**src/rtl/dma_mc_pkg.sv**
```systemverilog
// Shared types and constants for the multi-channel DMA core.
// Optional build macro: DMA_AUTOINIT_EN widens the mode register to 4 bits (bit3 = autoinit).
package dma_mc_pkg;

  // Service FSM: idle, hold request, address/dack phase, strobe phase.
  typedef enum logic [1:0] {
    StSi = 2'd0,
    StS0 = 2'd1,
    StS1 = 2'd2,
    StS2 = 2'd3
  } dma_state_e;

  // cfg_sel codes
  localparam logic [2:0] CfgBaseAddr = 3'd0;
  localparam logic [2:0] CfgBaseCnt  = 3'd1;
  localparam logic [2:0] CfgMode     = 3'd2;
  localparam logic [2:0] CfgMask     = 3'd3;
  localparam logic [2:0] CfgCmd      = 3'd4;

  // Mode register bit positions
  localparam int unsigned ModeDir   = 0;  // 0: mem_wr, 1: mem_rd
  localparam int unsigned ModeDec   = 1;  // 0: +1, 1: -1
  localparam int unsigned ModeBlock = 2;  // 0: single, 1: block
`ifdef DMA_AUTOINIT_EN
  localparam int unsigned ModeAutoinit = 3;
  localparam int unsigned ModeW        = 4;
`else
  localparam int unsigned ModeW        = 3;
`endif

  // Command register bit positions
  localparam int unsigned CmdDisable = 0;
  localparam int unsigned CmdRotate  = 1;
  localparam int unsigned CmdW       = 2;

  // Per-channel control state that does not depend on the address/count widths.
  typedef struct packed {
    logic [ModeW-1:0] mode;
    logic             mask;
  } ch_ctrl_t;

endpackage

```
**src/rtl/dma_mc_arbiter.sv**
```systemverilog
// Priority encoder for pending DMA requests, fixed or rotating, plus the rotate pointer.
// Ports:
//   CLK, RESET  - clock, synchronous active-high reset
//   req         - pending request vector (dreq & ~mask)
//   rotate      - 1: search starts at the rotate pointer, 0: lowest index wins
//   advance     - pulse when a service of served_ch completes
//   served_ch   - channel whose service just completed
//   grant_valid - some request is pending
//   grant_ch    - winning channel index
module dma_mc_arbiter
  import dma_mc_pkg::*;
#(
  parameter int unsigned NUM_CH = 4
) (
  input  logic                      CLK,
  input  logic                      RESET,
  input  logic [NUM_CH-1:0]         req,
  input  logic                      rotate,
  input  logic                      advance,
  input  logic [$clog2(NUM_CH)-1:0] served_ch,
  output logic                      grant_valid,
  output logic [$clog2(NUM_CH)-1:0] grant_ch
);

  localparam int unsigned ChW = $clog2(NUM_CH);

  logic [ChW-1:0] ptr_q, ptr_d;
  logic [ChW-1:0] start;
  int             idx;

  // Walk the search order backwards so the last hit (first in order) wins.
  always_comb begin
    start       = rotate ? ptr_q : '0;
    grant_valid = 1'b0;
    grant_ch    = '0;
    idx         = 0;
    for (int i = int'(NUM_CH) - 1; i >= 0; i--) begin
      idx = (int'(start) + i) % int'(NUM_CH);
      if (req[ChW'(idx)]) begin
        grant_valid = 1'b1;
        grant_ch    = ChW'(idx);
      end
    end
  end

  // The pointer tracks completed services in both modes so that enabling rotation
  // later starts just after the most recently served channel.
  always_comb begin
    ptr_d = ptr_q;
    if (advance) begin
      if (32'(served_ch) == NUM_CH - 1) begin
        ptr_d = '0;
      end else begin
        ptr_d = served_ch + 1'b1;
      end
    end
  end

  always_ff @(posedge CLK) begin
    if (RESET) begin
      ptr_q <= '0;
    end else begin
      ptr_q <= ptr_d;
    end
  end

endmodule

```
**src/rtl/dma_multi_channel_core.sv**
```systemverilog
// Parametrised 8237-style multi-channel DMA controller core.
// Holds per-channel base/current address and count, mode and mask, the global command
// register, and the SI->S0->S1->S2 service FSM with HRQ/HLDA handshake.
// Optional build macro: DMA_AUTOINIT_EN (autoinit reload on terminal count).
// Ports:
//   CLK, RESET   - clock, synchronous active-high reset
//   cfg_we       - configuration write strobe
//   cfg_ch       - target channel
//   cfg_sel      - 0 base addr, 1 base count, 2 mode, 3 mask (bit0), 4 command
//   cfg_wdata    - write data
//   dreq         - per-channel level request
//   hrq / hlda   - bus hold request / acknowledge
//   dack         - one-hot channel acknowledge (S1/S2)
//   addr         - transfer address (S1/S2, else 0)
//   mem_rd/wr    - one-cycle memory strobe in S2
//   tc           - terminal count pulse
//   busy         - FSM not idle
module dma_multi_channel_core
  import dma_mc_pkg::*;
#(
  parameter int unsigned NUM_CH = 4,
  parameter int unsigned ADDR_W = 16,
  parameter int unsigned CNT_W  = 16
) (
  input  logic                                         CLK,
  input  logic                                         RESET,
  input  logic                                         cfg_we,
  input  logic [$clog2(NUM_CH)-1:0]                    cfg_ch,
  input  logic [2:0]                                   cfg_sel,
  input  logic [((ADDR_W > CNT_W) ? ADDR_W : CNT_W)-1:0] cfg_wdata,
  input  logic [NUM_CH-1:0]                            dreq,
  output logic                                         hrq,
  input  logic                                         hlda,
  output logic [NUM_CH-1:0]                            dack,
  output logic [ADDR_W-1:0]                            addr,
  output logic                                         mem_rd,
  output logic                                         mem_wr,
  output logic                                         tc,
  output logic                                         busy
);

  localparam int unsigned ChW = $clog2(NUM_CH);

  dma_state_e      state_q, state_d;
  logic [ChW-1:0]  ch_q, ch_d;
  logic [CmdW-1:0] cmd_q;

  logic [ADDR_W-1:0] base_addr_q [NUM_CH];
  logic [ADDR_W-1:0] cur_addr_q  [NUM_CH];
  logic [CNT_W-1:0]  base_cnt_q  [NUM_CH];
  logic [CNT_W-1:0]  cur_cnt_q   [NUM_CH];
  ch_ctrl_t          ctrl_q      [NUM_CH];

  logic [NUM_CH-1:0] pending;
  logic              grant_valid;
  logic [ChW-1:0]    grant_ch;
  logic              advance;

  logic              cfg_ok;
  logic              cfg_hit_active;
  logic [ADDR_W-1:0] act_addr, step_addr;
  logic [CNT_W-1:0]  act_cnt, dec_cnt;
  ch_ctrl_t          act_ctrl;
  logic              is_tc;
  logic              autoinit;

  always_comb begin
    pending = '0;
    for (int i = 0; i < int'(NUM_CH); i++) begin
      pending[i] = dreq[i] & ~ctrl_q[i].mask;
    end
  end

  dma_mc_arbiter #(
    .NUM_CH (NUM_CH)
  ) u_arbiter (
    .CLK         (CLK),
    .RESET       (RESET),
    .req         (pending),
    .rotate      (cmd_q[CmdRotate]),
    .advance     (advance),
    .served_ch   (ch_q),
    .grant_valid (grant_valid),
    .grant_ch    (grant_ch)
  );

  // Values of the channel currently latched by the FSM.
  always_comb begin
    act_addr  = cur_addr_q[ch_q];
    act_cnt   = cur_cnt_q[ch_q];
    act_ctrl  = ctrl_q[ch_q];
    step_addr = act_ctrl.mode[ModeDec] ? act_addr - 1'b1 : act_addr + 1'b1;
    dec_cnt   = act_cnt - 1'b1;
    // Count 0 at S2 means this is the last transfer (the decrement wraps to all-ones).
    is_tc     = (act_cnt == '0);
`ifdef DMA_AUTOINIT_EN
    autoinit  = act_ctrl.mode[ModeAutoinit];
`else
    autoinit  = 1'b0;
`endif
  end

  // Channel registers of the channel in its address/strobe phase are write-protected.
  assign cfg_ok         = (32'(cfg_ch) < NUM_CH);
  assign cfg_hit_active = ((state_q == StS1) || (state_q == StS2)) && (cfg_ch == ch_q);

  // FSM next state
  always_comb begin
    state_d = state_q;
    ch_d    = ch_q;
    advance = 1'b0;
    case (state_q)
      StSi: begin
        if (grant_valid && !cmd_q[CmdDisable]) begin
          ch_d    = grant_ch;
          state_d = StS0;
        end
      end
      StS0: begin
        if (!pending[ch_q]) begin
          state_d = StSi;
        end else if (hlda) begin
          state_d = StS1;
        end
      end
      StS1: begin
        // Once in S1 the transfer always finishes its strobe, even if hlda drops.
        state_d = StS2;
      end
      StS2: begin
        if (is_tc || !act_ctrl.mode[ModeBlock] || !hlda) begin
          state_d = StSi;
          advance = 1'b1;
        end else begin
          state_d = StS1;
        end
      end
      default: state_d = StSi;
    endcase
  end

  // Outputs decode purely from registered state.
  always_comb begin
    hrq    = (state_q != StSi);
    busy   = (state_q != StSi);
    dack   = '0;
    addr   = '0;
    mem_rd = 1'b0;
    mem_wr = 1'b0;
    tc     = 1'b0;
    if ((state_q == StS1) || (state_q == StS2)) begin
      dack[ch_q] = 1'b1;
      addr       = act_addr;
    end
    if (state_q == StS2) begin
      mem_rd = act_ctrl.mode[ModeDir];
      mem_wr = ~act_ctrl.mode[ModeDir];
      tc     = is_tc;
    end
  end

  always_ff @(posedge CLK) begin
    if (RESET) begin
      state_q <= StSi;
      ch_q    <= '0;
      cmd_q   <= '0;
      for (int i = 0; i < int'(NUM_CH); i++) begin
        base_addr_q[i] <= '0;
        cur_addr_q[i]  <= '0;
        base_cnt_q[i]  <= '0;
        cur_cnt_q[i]   <= '0;
        ctrl_q[i]      <= '{mode: '0, mask: 1'b1};
      end
    end else begin
      state_q <= state_d;
      ch_q    <= ch_d;

      if (cfg_we) begin
        if (cfg_sel == CfgCmd) begin
          cmd_q <= cfg_wdata[CmdW-1:0];
        end else if (cfg_ok && !cfg_hit_active) begin
          case (cfg_sel)
            CfgBaseAddr: begin
              base_addr_q[cfg_ch] <= cfg_wdata[ADDR_W-1:0];
              cur_addr_q[cfg_ch]  <= cfg_wdata[ADDR_W-1:0];
            end
            CfgBaseCnt: begin
              base_cnt_q[cfg_ch] <= cfg_wdata[CNT_W-1:0];
              cur_cnt_q[cfg_ch]  <= cfg_wdata[CNT_W-1:0];
            end
            CfgMode: ctrl_q[cfg_ch].mode <= cfg_wdata[ModeW-1:0];
            CfgMask: ctrl_q[cfg_ch].mask <= cfg_wdata[0];
            default: ;
          endcase
        end
      end

      // End of a strobe cycle: advance the active channel.
      if (state_q == StS2) begin
        if (is_tc && autoinit) begin
          cur_addr_q[ch_q] <= base_addr_q[ch_q];
          cur_cnt_q[ch_q]  <= base_cnt_q[ch_q];
        end else begin
          cur_addr_q[ch_q] <= step_addr;
          cur_cnt_q[ch_q]  <= dec_cnt;
        end
        if (is_tc && !autoinit) begin
          ctrl_q[ch_q].mask <= 1'b1;
        end
      end
    end
  end

endmodule

```
**config.mk**
```make
export PLATFORM = sky130hd
export DESIGN_NAME = dma_multi_channel_core
export DESIGN_NICKNAME = d
export VERILOG_FILES = /design/src/rtl/dma_mc_pkg.sv /design/src/rtl/dma_mc_arbiter.sv /design/src/rtl/dma_multi_channel_core.sv
export SDC_FILE = /design/constraint.sdc
export NUM_CORES = 1
export LEC_CHECK = 0
export ABC_AREA = 0
export CAP_MARGIN = 30
export CORE_ASPECT_RATIO = 1.75
export CORE_MARGIN = 1
export CORE_UTILIZATION = 41
export DETAILED_ROUTE_END_ITERATION = 7
export SYNTH_ARGS = -nofsm -noshare
export SYNTH_HDL_FRONTEND = slang
export SYNTH_SLANG_ARGS = --single-unit
```
**constraint.sdc**
```tcl
create_clock -name CLK -period 4.6 [get_ports CLK]
set_input_delay 0.92 -clock CLK [delete_from_list [all_inputs] [get_ports CLK]]
set_output_delay 0.92 -clock CLK [all_outputs]
set_load 0.02 [all_outputs]
```
==> results.py, run 1 <==
metrics = {
    "logic_synthesis": {
        "synth-edff-count": 140,
        "synth-seq-cells": 154,
        "syn_inst": 770,
        "async_flop_share": 0,
        "synth_cell_types": 67,
        "synth_area_mm2": 0.00898,
        "synthFlopType": "edfxtp_1",
        "synth_fp_nets": 820,
        "yosysWarnings": 0,
        "yosysSeqAreaShare": 0.499,
        "syn_area_per_cell_um2": 11.7,
    },
    "global_routing": {
        "track_usage": 0.250,
        "grt_max_degree": 27,
        "overflow": 0,
        "first_global_vias": 7340,
        "grt_antenna_before_repair": 0,
        "grt_pass1_wl_mm": 41.3,
    },
    "die": {
        "die_h_um": 198,
        "die_area_mm2": 0.0225,
        "rows": 71,
        "num_io_pins": 54,
        "core_mm2": 0.0215,
        "chipWidth_um": 114,
        "start_util": 0.418,
    },
    "clocking": {
        "cts-root-buf": "clkbuf_16",
        "cts_tree": "built",
        "cts_buffer_depth": 2,
        "cts_sinks": 154,
        "cts_setup_buffers": 0,
        "clk_pin_slew_ps": 60,
        "h-tree-depth": 4,
        "cts-buffers-inserted": 17,
        "insertion_delay_ps": 440,
    },
    "timing": {
        "fmax_mhz": 231,
        "report.final.slew_viol_count": 0,
        "hold_violations": 0,
        "slew_headroom": 0.428,
        "rsz0062_at_grt": "false",
        "finClkSkew_ps": 12.0,
        "layout_min_cycle_time_ps": 4340,
        "tightestPinTransition_ps": 856,
        "setup_viol": 0,
        "timing.final.crit_share": 0.943,
        "fin_tns_setup_ps": 0,
    },
    "setup_path": {
        "cp.arrival_ps": 3420,
        "critical_path.max_fanout": 14,
        "path_buf_inv": 1,
        "slowest_stage": "mux4_1",
        "cp_slowest_stage_delay_ps": 680,
        "cp_top_family": "simple AND/OR/NAND/NOR gates",
        "worst_setup_path_start_kind": "register",
        "crit_type": "reg -> out",
        "required_ps": 3680,
        "end_kind": "output port",
        "worstPathCellList": "mux4_1 -> or4_1 -> nor2_1 -> and4_1 -> clkdlybuf4s50_1",
    },
    "layout": {
        "drive_gt1_frac": 0.130,
        "fill_cells": 2016,
        "nets": 859,
        "area_delta_synth_final_pct": 16.4,
        "antenna_cells": 0,
        "post-route-util": 0.486,
        "fin_area_mm2": 0.0105,
    },
    "placement": {
        "gp_congestion": 0.893,
        "placed_area_mm2": 0.00984,
        "port_buffers": 53,
        "place_hpwl_mm": 18.2,
    },
    "power_and_ir_drop": {
        "power.density_mw_per_mm2": 329,
        "p_leak_nw": 3.59,
        "ir_worst_vdd_mv": 0.224,
    },
    "route": {
        "dr.first_iter.drc_count": 541,
        "first_pass_iters": 5,
        "avgRoutedWirePerCell_um": 24.0,
        "drcViolationCount": 0,
        "postRouteWirelength_mm": 26.7,
        "routed_via_density": 6.22,
        "antenna_left": 0,
        "vias": 6928,
    },
    "flow_run": {
        "cap_violations": 0,
    },
    "min_path": {
        "hold_class": "reg -> reg",
    },
    "run_status": {
        "status": "complete, no violations",
    },
}
==> Yosys cell counts (all sizes together), types with 13 or more instances <==
cell     instances  area (um2)
nand3           14        70.1
xnor2           13         121
clkbuf          33         124
dfxtp           14         280
a21oi           20         100
nor3            25         125
ha              20         250
and2            26         163
inv             14        52.6
buf             31         168
o21ai           55         275
a22o            47         412
edfxtp         140        4200
o2bb2ai         39         342
nor2            42         158
nand2           70         263
mux4            35         815
==> final timing paths <==
check | from | end | slack (ps) | cells after the start
worst max-delay path | register | tc | 260 | 5
worst min-delay path | state_q[0] | state_q[0] | 550 | 1
worst max register to register | register | cur_addr_q[3][14] | 520 | 9
worst min register to register | state_q[0] | state_q[0] | 550 | 1
==> layer usage <==
layer	GRT usage	part of all wire
met1	0.276	0.36
met2	0.449	0.53
met3	0.0367	0.057
met4	0.151	0.047
met5	0	0
==> per-stage QoR <==
stage	setup WS, ps	hold WS [ps]	total power, mW	instances
2_1_floorplan	974	462	1.88	770
3_3_place_gp	632	533	1.99	1081
3_5_place_dp	397	532	2.01	1082
4_1_cts	93.3	545	3.44	1114
5_1_grt	92.0	586	3.53	1114
6_report	263	548	3.44	1114
==> layout by cell type (no fill, tap or decap), types with 17 or more instances in the layout <==
cell	instances
edfxtp_1	140
nand2_1	70
clkdlybuf4s50_1	53
o21ai_0	49
a22o_1	47
nor2_1	42
o2bb2ai_1	39
buf_4	30
mux4_2	28
and2_1	26
nor3_1	22
a21oi_1	20
ha_1	20
clkbuf_16	17
==> report_power, final <==
group          switching, mW  internal, mW
sequential            0.0184          1.58
combinational          0.250         0.136
clock                  0.570         0.881
==> final cells by class <==
type / instances / area, um2 / area share
flip-flops and latches: 154 / 4490 / 0.429
multi-input cells: 538 / 4170 / 0.399
repair buffers: 84 / 771 / 0.0737
clock buffers: 21 / 460 / 0.0440
well taps: 292 / 365 / 0.0349
clock inverters: 11 / 146 / 0.0140
inverters: 14 / 52.6 / 0.00503
==> kinds of logic after synthesis <==
kind of cell,Yosys count,share of synthesized area
compound gates,220,0.178
buf+inv,78,0.0383
xor+xnor,23,0.0233
simple gates,228,0.127
fa+ha+maj,21,0.0301
mux,46,0.103
flops,154,0.499
==> what timing repair did <==
action	in CTS	in global routing
resized for setup	0	1
hold buffers	0	0
setup endpoints to repair	0	1
==> registers in the layout (all words and copies together), names as in the netlist, named ones only <==
signal,cells
cmd_q,2
state_q,2
cur_addr_q,64
u_arbiter.ptr_q,2
ctrl_q,16
cur_cnt_q,64
ch_q,2
Note: power is estimated with default switching activity, not from simulation.
==> run 2: changes to the inputs <==
--- a/config.mk
+++ b/config.mk
@@ -6,11 +6,12 @@
 export NUM_CORES = 1
 export LEC_CHECK = 0
 export ABC_AREA = 0
-export CAP_MARGIN = 30
+export CAP_MARGIN = 25
 export CORE_ASPECT_RATIO = 1.75
 export CORE_MARGIN = 1
 export CORE_UTILIZATION = 41
 export DETAILED_ROUTE_END_ITERATION = 7
+export PLACE_DENSITY = 0.67
 export SYNTH_ARGS = -nofsm -noshare
 export SYNTH_HDL_FRONTEND = slang
 export SYNTH_SLANG_ARGS = --single-unit
==> results.py, run 2 (same netlist as run 1, synthesis figures left out) <==
metrics = {
    "setup_path": {
        "cp.arrival_ps": 3530,
        "crit_type": "reg -> out",
        "cp_slowest_stage_delay_ps": 700,
        "critical_path.max_fanout": 13,
        "path_buf_inv": 1,
        "slowest_stage": "mux4_1",
        "path_depth": 5,
        "worst_setup_path_start_kind": "register",
        "r2r_cells": 9,
        "required_ps": 3680,
        "worstPathCellList": "mux4_1 -> or4_1 -> nor2_1 -> and4_1 -> clkdlybuf4s50_1",
        "end_kind": "output port",
        "cp_top_family": "simple AND/OR/NAND/NOR gates",
    },
    "global_routing": {
        "track_usage": 0.236,
        "first_global_vias": 6880,
        "grt_max_degree": 27,
        "overflow": 0,
        "grt_pass1_wl_mm": 39.1,
        "grt_antenna_before_repair": 0,
    },
    "placement": {
        "gp_congestion": 0.856,
        "place_hpwl_mm": 17.1,
        "pre_cts_ws_ps": 595,
        "port_buffers": 53,
        "post-place-cells": 1079,
    },
    "run_status": {
        "status": "complete, no violations",
    },
    "clocking": {
        "cts-buffers-inserted": 17,
        "h-tree-depth": 4,
        "cts_buffer_depth": 2,
        "cts_tree": "built",
        "holdBufCountCts": 0,
        "cts_resized": 0,
        "insertion_delay_ps": 430,
        "clk_pin_slew_ps": 60,
        "cts_sinks": 154,
        "cts_setup_buffers": 0,
        "cts-root-buf": "clkbuf_16",
    },
    "layout": {
        "fill_cells": 1942,
        "area_delta_synth_final_pct": 16.5,
        "reg_top3": "cur_addr_q: 64 flops, cur_cnt_q: 64 flops, ctrl_q: 16 flops",
        "multiInputGateArea_mm2": 0.00418,
        "drive_gt1_frac": 0.132,
        "seq_area_mm2": 0.00449,
        "post-route-util": 0.487,
        "nets": 857,
        "final_cell_mix": "edfxtp_1 (140), nand2_1 (70), clkdlybuf4s50_1 (53)",
        "antenna_cells": 0,
        "final_common_cell": "edfxtp_1",
        "fin_cells": 1112,
    },
    "timing": {
        "slew_headroom": 0.363,
        "whs_ps": 539,
        "setup_viol": 0,
        "hold_violations": 0,
        "rsz0062_at_grt": "false",
        "fmax_mhz": 225,
        "layout_min_cycle_time_ps": 4450,
        "finalWorstSetupSlack_ps": 152,
        "report.final.slew_viol_count": 0,
        "fin_tns_setup_ps": 0,
        "finClkSkew_ps": 9.17,
        "timing.final.crit_share": 0.967,
        "tightestPinTransition_ps": 953,
    },
    "route": {
        "first_pass_iters": 5,
        "drcViolationCount": 0,
        "vias": 6810,
        "postRouteWirelength_mm": 25.3,
        "routed_via_density": 6.12,
        "antenna_left": 0,
        "avgRoutedWirePerCell_um": 22.8,
        "dr.first_iter.drc_count": 541,
    },
    "power_and_ir_drop": {
        "power.density_mw_per_mm2": 326,
        "ir_worst_vdd_mv": 0.249,
        "p_leak_nw": 3.58,
    },
    "die": {
        "start_util": 0.418,
        "die_area_mm2": 0.0225,
        "core_mm2": 0.0215,
        "rows": 71,
        "die_h_um": 198,
        "chipWidth_um": 114,
        "num_io_pins": 54,
    },
    "flow_run": {
        "cap_violations": 0,
    },
    "min_path": {
        "min_from": "cmd_q[0]",
        "hold_depth": 2,
        "hold_class": "reg -> reg",
    },
}
-- run 2: per-stage QoR --
stage	instance area, um2	power (mW)
2_1_floorplan	8980	1.88
3_3_place_gp	9840	2.00
3_5_place_dp	9840	2.00
4_1_cts	10400	3.42
5_1_grt	10500	3.52
6_report	10500	3.42
-- run 2: routing by layer --
layer / share of wire / track usage / vias to the layer above / wire, um
met5: 0 / 0 / - / 0
met4: 0.045 / 0.140 / 0 / 1150
met3: 0.058 / 0.0425 / 71 / 1460
met2: 0.53 / 0.416 / 305 / 13400
met1: 0.37 / 0.264 / 3352 / 9290
li1: - / - / 3082 / -
-- run 2: worst paths after layout --
path,endpoint,slack (ps)
max,tc,150
max reg2reg,cur_addr_q[2][14],610
min,cmd_q[0],540
min reg2reg,cmd_q[0],540
-- run 2: worst reg2reg max path: stages, from the launching register on --
cell      delay (ps)
dfxtp_2          640
buf_12           300
mux4_2           760
ha_1             410
nor2b_1          160
o31a_1           270
o31a_1           340
a21o_1           210
a311oi_1         470
o21ai_0          170
-- run 2: power breakdown --
part	switching, mW	total, mW	internal (mW)
clock	0.580	1.44	0.857
sequential	0.0180	1.60	1.58
combinational	0.243	0.379	0.136
total	0.841	3.42	2.57
-- run 2: area by class of cell --
| type | count | area share |
|---|---|---|
| clock buffers | 19 | 0.0414 |
| clock inverters | 13 | 0.0161 |
| inverters | 14 | 0.00502 |
| multi-input cells | 538 | 0.399 |
| flip-flops and latches | 154 | 0.429 |
| well taps | 292 | 0.0349 |
| repair buffers | 82 | 0.0746 |
==> run 3: changes to the inputs <==
--- a/config.mk
+++ b/config.mk
@@ -11,7 +11,7 @@
 export CORE_MARGIN = 1
 export CORE_UTILIZATION = 41
 export DETAILED_ROUTE_END_ITERATION = 7
-export PLACE_DENSITY = 0.67
+export PLACE_DENSITY = 0.62
 export SYNTH_ARGS = -nofsm -noshare
 export SYNTH_HDL_FRONTEND = slang
 export SYNTH_SLANG_ARGS = --single-unit
==> results.py, run 3 (same netlist as run 1, synthesis figures left out) <==
metrics = {
    "global_routing": {
        "grt_antenna_before_repair": 0,
        "first_global_vias": 7024,
        "grt_max_degree": 27,
        "grt_pass1_wl_mm": 40.0,
        "track_usage": 0.244,
        "overflow": 0,
    },
    "clocking": {
        "cts-root-buf": "clkbuf_16",
        "cts-buffers-inserted": 17,
        "insertion_delay_ps": 440,
        "cts_tree": "built",
        "holdBufCountCts": 0,
        "h-tree-depth": 4,
        "cts_buffer_depth": 2,
        "clk_pin_slew_ps": 60,
        "cts_sinks": 154,
    },
    "die": {
        "rows": 71,
        "chipWidth_um": 114,
        "start_util": 0.418,
        "num_io_pins": 54,
        "die_h_um": 198,
        "core_mm2": 0.0215,
        "die_area_mm2": 0.0225,
    },
    "route": {
        "avgRoutedWirePerCell_um": 23.9,
        "antenna_left": 0,
        "first_pass_iters": 6,
        "routed_via_density": 6.21,
        "postRouteWirelength_mm": 26.6,
        "vias": 6903,
        "drcViolationCount": 0,
        "dr.first_iter.drc_count": 565,
    },
    "setup_path": {
        "path_buf_inv": 1,
        "rr_endpoint": "cur_addr_q[1][14]",
        "worst_setup_path_start_kind": "register",
        "critical_path.max_fanout": 14,
        "cp_slowest_stage_delay_ps": 700,
        "critPathCapture": "tc",
        "cp.arrival_ps": 3570,
        "r2r_slack_ps": 500,
        "required_ps": 3680,
        "crit_type": "reg -> out",
        "worstPathCellList": "mux4_1 -> or4_1 -> nor2_1 -> and4_1 -> clkdlybuf4s50_1",
        "end_kind": "output port",
        "slowest_stage": "mux4_1",
        "cp_top_family": "simple AND/OR/NAND/NOR gates",
        "path_depth": 5,
        "r2r_cells": 9,
    },
    "layout": {
        "final_cell_mix": "edfxtp_1 (140), nand2_1 (70), clkdlybuf4s50_1 (53)",
        "area_delta_synth_final_pct": 15.5,
        "nets": 857,
        "antenna_cells": 0,
        "fin_area_mm2": 0.0104,
        "drive_gt1_frac": 0.121,
        "fill_cells": 2003,
        "final_common_cell": "edfxtp_1",
        "post-route-util": 0.482,
        "reg_top3": "cur_addr_q: 64 flops, cur_cnt_q: 64 flops, ctrl_q: 16 flops",
    },
    "timing": {
        "slew_headroom": 0.308,
        "fmax_mhz": 223,
        "timing.final.crit_share": 0.975,
        "setup_viol": 0,
        "tightestPinTransition_ps": 1040,
        "layout_min_cycle_time_ps": 4490,
        "report.final.slew_viol_count": 0,
        "hold_violations": 0,
        "finClkSkew_ps": 17.8,
    },
    "min_path": {
        "hold_class": "reg -> reg",
    },
    "power_and_ir_drop": {
        "p_sw_uw": 831,
        "internal_power_mw": 2.45,
        "power.density_mw_per_mm2": 317,
        "p_leak_nw": 3.53,
        "p_comb_frac": 0.117,
        "netSwitchingFraction": 0.253,
        "ir_worst_vdd_mv": 0.249,
        "p_seq_frac": 0.487,
        "clkPwrFrac": 0.396,
    },
    "placement": {
        "gp_congestion": 0.876,
        "placed_area_mm2": 0.00983,
        "port_buffers": 53,
        "place_hpwl_mm": 17.8,
    },
    "run_status": {
        "status": "complete, no violations",
    },
    "flow_run": {
        "cap_violations": 0,
    },
}
run 3: worst min path at each step:
stage                        start  depth (start not counted)  endpoint  slack, ps
final                     cmd_q[0]                          2  cmd_q[0]        540
after global routing      cmd_q[0]                          2  cmd_q[0]        570
after CTS                 cmd_q[0]                          2  cmd_q[0]        550
after detailed placement  cmd_q[0]                          2  cmd_q[0]        530
after global placement    cmd_q[0]                          2  cmd_q[0]        520
after floorplan           cmd_q[0]                          2  cmd_q[0]        460
run 3: worst register-to-register path, stage by stage (launching register included):
cell	delay, ps
dfxtp_1	780
buf_4	430
mux4_2	570
ha_1	410
nor2b_1	160
o31a_1	270
o31a_1	340
a21o_1	210
a311oi_1	450
o21ai_0	160
run 3: power groups by stage:
| stage | sequential, mW | clock [mW] | combinational, mW |
|---|---|---|---|
| CTS | 1.60 | 1.31 | 0.379 |
| global route | 1.60 | 1.36 | 0.415 |
| detailed placement | 1.63 | 0 | 0.376 |
| floorplan | 1.62 | 0 | 0.260 |
| finish | 1.60 | 1.30 | 0.383 |
| global placement | 1.63 | 0 | 0.365 |
run 3: repair_timing:
item                       CTS  global route
setup endpoints to repair    0             1
resized for setup            0             1
buffers inserted             0             0
run 3: final cells by class:
| class | count | area [um2] | share of cell area |
|---|---|---|---|
| clock inverter | 13 | 104 | 0.0100 |
| sequential | 154 | 4490 | 0.432 |
| tap | 292 | 365 | 0.0352 |
| inverter | 14 | 52.6 | 0.00507 |
| multi-input combinational | 538 | 4160 | 0.401 |
| clock buffer | 19 | 433 | 0.0417 |
| timing repair buffer | 82 | 772 | 0.0744 |
run 3: stage by stage:
stage | hold WS, ps | setup TNS, ps | std cells | worst slack (ps) | power [mW]
after floorplan | 462 | 0 | 770 | 974 | 1.88
after global placement | 520 | 0 | 1079 | 553 | 1.99
after detailed placement | 532 | 0 | 1080 | 440 | 2.01
after CTS | 552 | 0 | 1112 | 94.4 | 3.29
after global routing | 566 | -1.53 | 1112 | -1.53 | 3.38
final | 542 | 0 | 1112 | 114 | 3.28
run 3: metal layers:
layer,wire length (um),track usage
met3,1940,0.0386
met4,1200,0.146
met2,14000,0.433
met5,0,0
met1,9460,0.271
